[src/rtl/pc_gen_pkg.sv]
`default_nettype none
// ============================================================================
// Module  : pc_pkg
// Brief   : Shared constants and next-PC source encoding for pc_gen.
// Revision: 1.0 - initial release
// ============================================================================
package pc_pkg;

  localparam int          DEF_XLEN         = 32;
  localparam int          INSTR_BYTES      = 4;
  localparam logic [31:0] DEF_RESET_VECTOR = 32'h0000_0000;
  localparam logic [31:0] DEF_TRAP_VECTOR  = 32'h0000_0100;

  typedef enum logic [2:0] {
    SRC_RESET    = 3'd0,
    SRC_TRAP     = 3'd1,
    SRC_REDIRECT = 3'd2,
    SRC_HOLD     = 3'd3,
    SRC_RET      = 3'd4,
    SRC_SEQ      = 3'd5
  } pc_src_e;

endpackage
`default_nettype wire

[src/rtl/pc_gen_if.sv]
`default_nettype none
// ============================================================================
// Module  : pc_gen_if
// Brief   : Control inputs and fetch-address outputs of the PC generator.
// Revision: 1.0 - initial release
// ============================================================================
interface pc_gen_if
  import pc_pkg::*;
#(
  parameter int XLEN = DEF_XLEN
);
  logic            stall;
  logic            trap;
  logic            redirect_valid;
  logic [XLEN-1:0] redirect_base;
  logic [XLEN-1:0] redirect_imm;
  logic            call;
  logic            ret;
  logic [XLEN-1:0] pc;
  logic [XLEN-1:0] pc_plus4;
  logic            ras_empty;
  logic            ras_full;
  logic            misaligned;

  modport master (
    output stall, trap, redirect_valid, redirect_base, redirect_imm, call, ret,
    input  pc, pc_plus4, ras_empty, ras_full, misaligned
  );

  modport slave (
    input  stall, trap, redirect_valid, redirect_base, redirect_imm, call, ret,
    output pc, pc_plus4, ras_empty, ras_full, misaligned
  );
endinterface
`default_nettype wire

[src/rtl/pc_gen_ras_stack.sv]
`default_nettype none
// ============================================================================
// Module  : ras_stack
// Brief   : Circular return-address stack; a push when full overwrites the oldest.
// Revision: 1.0 - initial release
// ============================================================================
module ras_stack #(
  parameter int XLEN      = 32,
  parameter int RAS_DEPTH = 4
) (
  input  wire logic            clock,
  input  wire logic            reset,
  input  wire logic            push,
  input  wire logic            pop,
  input  wire logic            clear,
  input  wire logic [XLEN-1:0] push_data,
  output logic      [XLEN-1:0] top,
  output logic                 empty,
  output logic                 full
);
  localparam int c_PTR_W = $clog2(RAS_DEPTH);
  localparam int c_CNT_W = c_PTR_W + 1;
  localparam logic [c_PTR_W-1:0] c_PTR_ONE = 1;
  localparam logic [c_CNT_W-1:0] c_CNT_ONE = 1;
  localparam logic [c_CNT_W-1:0] c_DEPTH   = RAS_DEPTH[c_CNT_W-1:0];

  logic [XLEN-1:0]    r_mem [RAS_DEPTH];
  logic [c_PTR_W-1:0] r_sp;      // next free slot; top lives one below
  logic [c_CNT_W-1:0] r_count;
  logic [c_PTR_W-1:0] w_top_idx;

  assign w_top_idx = r_sp - c_PTR_ONE;
  assign top       = r_mem[w_top_idx];
  assign empty     = (r_count == '0);
  assign full      = (r_count == c_DEPTH);

  always_ff @(posedge clock) begin
    if (reset) begin
      r_sp    <= '0;
      r_count <= '0;
      for (int i = 0; i < RAS_DEPTH; i++) r_mem[i] <= '0;
    end else if (clear) begin
      r_sp    <= '0;
      r_count <= '0;
    end else if (push && pop && !empty) begin
      r_mem[w_top_idx] <= push_data;
    end else if (push) begin
      r_mem[r_sp] <= push_data;
      r_sp        <= r_sp + c_PTR_ONE;
      if (!full) r_count <= r_count + c_CNT_ONE;
    end else if (pop && !empty) begin
      r_sp    <= w_top_idx;
      r_count <= r_count - c_CNT_ONE;
    end
  end
endmodule
`default_nettype wire

[src/rtl/pc_gen.sv]
`default_nettype none
// ============================================================================
// Module  : pc_gen
// Brief   : Fetch-stage PC register with redirect, trap, stall and RAS prediction.
// Revision: 1.0 - initial release
// ============================================================================
module pc_gen
  import pc_pkg::*;
#(
  parameter int              XLEN         = DEF_XLEN,
  parameter logic [XLEN-1:0] RESET_VECTOR = XLEN'(DEF_RESET_VECTOR),
  parameter logic [XLEN-1:0] TRAP_VECTOR  = XLEN'(DEF_TRAP_VECTOR),
  parameter int              RAS_DEPTH    = 4
) (
  input  wire logic clock,
  input  wire logic reset,
  pc_gen_if.slave   bus
);
  logic [XLEN-1:0] r_pc;
  logic            r_misaligned;
  logic [XLEN-1:0] w_pc_plus4;
  logic [XLEN-1:0] w_target;
  logic            w_target_mis;
  logic [XLEN-1:0] w_ras_top;
  logic            w_ras_empty;
  logic            w_ras_full;
  logic            w_ras_act;
  pc_src_e         w_src;
  logic [XLEN-1:0] w_next_pc;

  assign w_pc_plus4 = r_pc + XLEN'(INSTR_BYTES);

  // Bit 0 is dropped; only bit 1 decides misalignment of the target.
  always_comb begin
    w_target     = bus.redirect_base + bus.redirect_imm;
    w_target[0]  = 1'b0;
    w_target_mis = w_target[1];
  end

  always_comb begin
    w_src = SRC_SEQ;
    if (reset)                            w_src = SRC_RESET;
    else if (bus.trap)                    w_src = SRC_TRAP;
    else if (bus.redirect_valid)          w_src = SRC_REDIRECT;
    else if (bus.stall)                   w_src = SRC_HOLD;
    else if (bus.ret && !w_ras_empty)     w_src = SRC_RET;
  end

  always_comb begin
    w_next_pc = w_pc_plus4;
    case (w_src)
      SRC_RESET:    w_next_pc = RESET_VECTOR;
      SRC_TRAP:     w_next_pc = TRAP_VECTOR;
      SRC_REDIRECT: w_next_pc = w_target_mis ? TRAP_VECTOR : w_target;
      SRC_HOLD:     w_next_pc = r_pc;
      SRC_RET:      w_next_pc = w_ras_top;
      default:      w_next_pc = w_pc_plus4;
    endcase
  end

  assign w_ras_act = (w_src == SRC_RET) || (w_src == SRC_SEQ);

  ras_stack #(
    .XLEN      (XLEN),
    .RAS_DEPTH (RAS_DEPTH)
  ) u_ras (
    .clock     (clock),
    .reset     (reset),
    .push      (w_ras_act && bus.call),
    .pop       (w_ras_act && bus.ret && !w_ras_empty),
    .clear     (bus.trap),
    .push_data (w_pc_plus4),
    .top       (w_ras_top),
    .empty     (w_ras_empty),
    .full      (w_ras_full)
  );

  always_ff @(posedge clock) begin
    if (reset) begin
      r_pc         <= RESET_VECTOR;
      r_misaligned <= 1'b0;
    end else begin
      r_pc         <= w_next_pc;
      r_misaligned <= (w_src == SRC_REDIRECT) && w_target_mis;
    end
  end

  assign bus.pc         = r_pc;
  assign bus.pc_plus4   = w_pc_plus4;
  assign bus.ras_empty  = w_ras_empty;
  assign bus.ras_full   = w_ras_full;
  assign bus.misaligned = r_misaligned;
endmodule
`default_nettype wire

[src/flat_wrapper.sv]
// flat-port wrapper written by rule: the top's interface ports become plain ports
module pc_gen_flat import pc_pkg::*;
#(
  parameter int              XLEN         = DEF_XLEN,
  parameter logic [XLEN-1:0] RESET_VECTOR = XLEN'(DEF_RESET_VECTOR),
  parameter logic [XLEN-1:0] TRAP_VECTOR  = XLEN'(DEF_TRAP_VECTOR),
  parameter int              RAS_DEPTH    = 4
)
  (clock, reset, bus_stall, bus_trap, bus_redirect_valid, bus_redirect_base, bus_redirect_imm, bus_call, bus_ret, bus_pc, bus_pc_plus4, bus_ras_empty, bus_ras_full, bus_misaligned);
  pc_gen_if #(.XLEN(XLEN)) bus_i ();
  input  wire logic clock;
  input  wire logic reset;
  input wire logic [$bits(bus_i.stall)-1:0] bus_stall;
  input wire logic [$bits(bus_i.trap)-1:0] bus_trap;
  input wire logic [$bits(bus_i.redirect_valid)-1:0] bus_redirect_valid;
  input wire logic [$bits(bus_i.redirect_base)-1:0] bus_redirect_base;
  input wire logic [$bits(bus_i.redirect_imm)-1:0] bus_redirect_imm;
  input wire logic [$bits(bus_i.call)-1:0] bus_call;
  input wire logic [$bits(bus_i.ret)-1:0] bus_ret;
  output wire logic [$bits(bus_i.pc)-1:0] bus_pc;
  output wire logic [$bits(bus_i.pc_plus4)-1:0] bus_pc_plus4;
  output wire logic [$bits(bus_i.ras_empty)-1:0] bus_ras_empty;
  output wire logic [$bits(bus_i.ras_full)-1:0] bus_ras_full;
  output wire logic [$bits(bus_i.misaligned)-1:0] bus_misaligned;
  assign bus_i.stall = bus_stall;
  assign bus_i.trap = bus_trap;
  assign bus_i.redirect_valid = bus_redirect_valid;
  assign bus_i.redirect_base = bus_redirect_base;
  assign bus_i.redirect_imm = bus_redirect_imm;
  assign bus_i.call = bus_call;
  assign bus_i.ret = bus_ret;
  assign bus_pc = bus_i.pc;
  assign bus_pc_plus4 = bus_i.pc_plus4;
  assign bus_ras_empty = bus_i.ras_empty;
  assign bus_ras_full = bus_i.ras_full;
  assign bus_misaligned = bus_i.misaligned;
  pc_gen #(.XLEN(XLEN), .RESET_VECTOR(RESET_VECTOR), .TRAP_VECTOR(TRAP_VECTOR), .RAS_DEPTH(RAS_DEPTH)) u_core (.clock(clock), .reset(reset), .bus(bus_i));
endmodule
[config.mk]
export PLATFORM = sky130hd
export DESIGN_NAME = pc_gen_flat
export DESIGN_NICKNAME = d
export VERILOG_FILES = /design/src/rtl/pc_gen_pkg.sv /design/src/rtl/pc_gen_if.sv /design/src/rtl/pc_gen_ras_stack.sv /design/src/rtl/pc_gen.sv /design/src/flat_wrapper.sv
export SDC_FILE = /design/constraint.sdc
export NUM_CORES = 1
export LEC_CHECK = 0
export CAP_MARGIN = 0
export CORE_ASPECT_RATIO = 1.2
export CORE_MARGIN = 3
export CORE_UTILIZATION = 40
export CTS_CLUSTER_SIZE = 8
export DETAILED_ROUTE_END_ITERATION = 7
export DONT_BUFFER_PORTS = 1
export PLACE_DENSITY_LB_ADDON = 0.25
export REMOVE_ABC_BUFFERS = 1
export SYNTH_ARGS = -nofsm -noshare
export SYNTH_HDL_FRONTEND = slang
export SYNTH_SLANG_ARGS = --single-unit
[constraint.sdc]
create_clock -name clock -period 4.3 [get_ports clock]
set_input_delay 0.645 -clock clock [delete_from_list [all_inputs] [get_ports clock]]
set_output_delay 0.645 -clock clock [all_outputs]
set_load 0.005 [all_outputs]
==> impl_results.md, run 1 <==
* Sequential Power Share at 0.487
* Clock Latency Late Sink at 420 ps
* Crit path max fanout at 12
* Worst vdd ir at 0.000281 V
* Syn Std Cell Area at 9700 µm²
* N_diodes at 0
* CP Cell Sequence: ha_1, nand3_2, nor4_4, and4_1, nand4_1, xor2_1, inv_1
* Clock tree sinks at 166
* F_max at 273 MHz
* Global-route wire length before repair at 42400 µm
* Leakage at 4.00 nW
* Net Switching at 1.01 mW
* Clock share of power at 0.386
* Hold Buf Count CTS at 0
* Die X at 148 µm
* CP delay by family, top: simple AND/OR/NAND/NOR gates
* Synth Instances at 929
* Fin nets at 1015
* Most frequent cell after synthesis: nor2_1
* Clk root buf: clkbuf_16
* Place WS at 1110 ps
* Gate power share at 0.128
* Synth warn at 0
* Overflow after GRT at 0
* Most frequent cells after synthesis: nor2_1, edfxtp_1, nand2_1
* Share of the synthesized area in the top cell type at 0.396
* CTS tree: built
* Yosys top cell by area: edfxtp_1
* GP Congestion at 0.843
* Routed wire length at 28000 µm
* Largest stage delay on the critical path at 580 ps
* Layout cell share with drive strength beyond 1 at 0.124
* Drt initial violations at 861
* Vias in the first global route at 7219
* Startpoint Class: flip-flop
* Worst path arrival time at 3020 ps
* Detailed Place HPWL at 20100 µm
* Via Count at 7320
* DRC Markers at 0
* Synth area leaders: edfxtp_1, dfxtp_1, mux4_2
* Largest net degree at the start of global routing at 33
* Crit-path slowest cell: dfxtp_1
* Row count at 61
* Worst-path clk slew at 70 ps
* Hold/Removal Path Class: in2reg
* Switch share at 0.268
* Worst rel slew slack at 0.422
* Starting density of the core at 0.413
* WHS at 317 ps
* CP endpoint kind: output port
* Final hold violations at 0
* Synthesis-stage register bit count at 166
* H-tree levels at 4
* Int Pwr at 2.77 mW
* PD cells at 359 nW/µm²
* Final setup skew at 12.2 ps
* Num ports at 138
* MaxCap Viol Count at 0
* Post_cts resized at 0
* Ys flop type: edfxtp_1
* Area Growth Syn to Fin at 8.78%
* Setup_tns at 0 ps
* TritonCTS Buffers at 17
* Die area at 26200 µm²
* Fin. max-slew vios at 0
* Die H at 177 µm
* IO buf count at 0
* First drt pass iteration count at 6
* Syn Area/Cell at 10.4 µm²
* Post-DRT Antenna Nets at 0
* Core ar. at 23500 µm²
* Sequential share of the synthesized area at 0.474
* Async SR Flop Fraction at 0
* Slew at the pin closest to its max-slew limit at 865 ps
* Setup Fix Bufs, Post-CTS at 0
* Crit path kind: reg2out
* Power Total at 3.79 mW
* Global-route usage over all layers at 0.212
* Fillers at 2265
* Setup-failing EPs final at 0
* Vias per cell at 5.91
* Buffers and inverters on the worst path at 1
* Routed WL per cell at 22.6 µm
* Clock buffer depth at 2
* Yosys cell types at 79
* Final Cycle Share at 0.851
* Initial antenna violation count at 0
* EDFF count, synth at 128
* Final worst slack at 639 ps
* RSZ-0062 raised after global routing: no
* Fin crit period at 3660 ps
* CP required at 3650 ps
* Result of the run: completed
path summary, 6_finish.rpt:
check                                              from  slack (ps)                       to  cells past startpoint
worst max-delay path                   u_core.bus.pc[2]         640         bus_pc_plus4[30]                      7
worst min-delay path                              reset         320         u_core.bus.pc[6]                      1
worst max register to register         u_core.bus.pc[2]        1060        u_core.bus.pc[30]                      9
worst min register to register  u_core.u_ras.r_count[2]         560  u_core.u_ras.r_count[2]                      2
placed cells by master (no fill, tap or decap), types with 5 or more instances in the layout:
| cell type | netlist | final |
|---|---|---|
| nor2_1 | 135 | 134 |
| edfxtp_1 | 128 | 128 |
| nand2_1 | 76 | 76 |
| inv_1 | 52 | 52 |
| a21oi_1 | 45 | 45 |
| dfxtp_1 | 38 | 37 |
| mux4_2 | 32 | 32 |
| ha_1 | 31 | 31 |
| o21ai_0 | 30 | 30 |
| xnor2_1 | 29 | 29 |
| nor3_1 | 27 | 27 |
| xor2_1 | 25 | 25 |
| nand3_1 | 21 | 21 |
| a21o_1 | 18 | 18 |
| clkbuf_16 | 0 | 17 |
| buf_4 | 4 | 17 |
| nand4_1 | 14 | 14 |
| a31oi_1 | 11 | 11 |
| o22ai_1 | 11 | 11 |
| and3_1 | 10 | 10 |
| a221oi_1 | 8 | 8 |
| nand2b_1 | 7 | 7 |
| a211oi_1 | 7 | 7 |
| o21a_1 | 7 | 7 |
| o31ai_1 | 6 | 6 |
| or3_1 | 5 | 5 |
| mux2i_1 | 5 | 5 |
| a2111oi_0 | 5 | 5 |
| o21bai_1 | 6 | 5 |
area by class of cell:
cell class | instances | area [µm²] | area share
Timing Repair Buffer | 19 | 168 | 0.0159
Clock buffer | 18 | 429 | 0.0407
Sequential cell | 166 | 4610 | 0.436
Tap cell | 315 | 394 | 0.0373
Multi-Input combinational cell | 653 | 4630 | 0.439
Clock inverter | 14 | 123 | 0.0116
Inverter | 54 | 203 | 0.0192
sequential cells by signal, summed over array words and instances, names as in the netlist:
signal                 count
u_core.u_ras.r_sp          2
u_core.bus.pc             32
u_core.u_ras.r_count       3
u_core.u_ras.r_mem       128
u_core.bus.misaligned      1
layer usage:
metal / wire (µm) / GRT usage / share of wire / vias up
li1: - / - / - / 3385
met5: 0 / 0 / 0 / -
met4: 772 / 0.0789 / 0.028 / 0
met1: 11700 / 0.279 / 0.42 / 3578
met3: 2020 / 0.0464 / 0.072 / 47
met2: 13500 / 0.344 / 0.48 / 310
power groups by stage:
stage	Sequential [mW]	Combinational (mW)	Clock [mW]
6_report	1.84	0.483	1.46
3_5_place_dp	1.88	0.480	0
4_1_cts	1.84	0.484	1.47
3_3_place_gp	1.88	0.480	0
5_1_grt	1.85	0.532	1.54
2_1_floorplan	1.86	0.344	0
per-stage QoR:
| step | cell area (µm²) | cells | util |
|---|---|---|---|
| 2_1_floorplan | 9440 | 873 | - |
| 6_report | 10600 | 1239 | 0.449 |
| 3_3_place_gp | 10000 | 1207 | 0.426 |
| 4_1_cts | 10600 | 1239 | 0.449 |
| 5_1_grt | 10600 | 1239 | 0.449 |
| 3_5_place_dp | 10000 | 1207 | 0.426 |
logic make-up (layout without fill, tap and decap cells):
family	after synthesis	count (layout)	share of synthesized area
simple gates	331	331	0.163
compound gates	196	196	0.139
flops	166	166	0.474
buf+inv	110	105	0.0486
xor+xnor	54	54	0.0487
mux	39	39	0.0817
fa+ha+maj	33	33	0.0441
worst register-to-register path, stage by stage, from the launching register on:
cell and delay, ps:
dfxtp_1 580, ha_1 310, nand3_2 210, nor4_4 480
and4_1 300, nand4_1 120, xor2_1 410, inv_1 170
a221oi_1 370, o31ai_1 140
Note: power is estimated with default switching activity, not from simulation.
==> run 2: changes to the inputs <==
- SETUP_SLACK_MARGIN: default -> 0.2
==> results of run 2 <==
Final layout, timing and power as in run 1 (identical DEF).
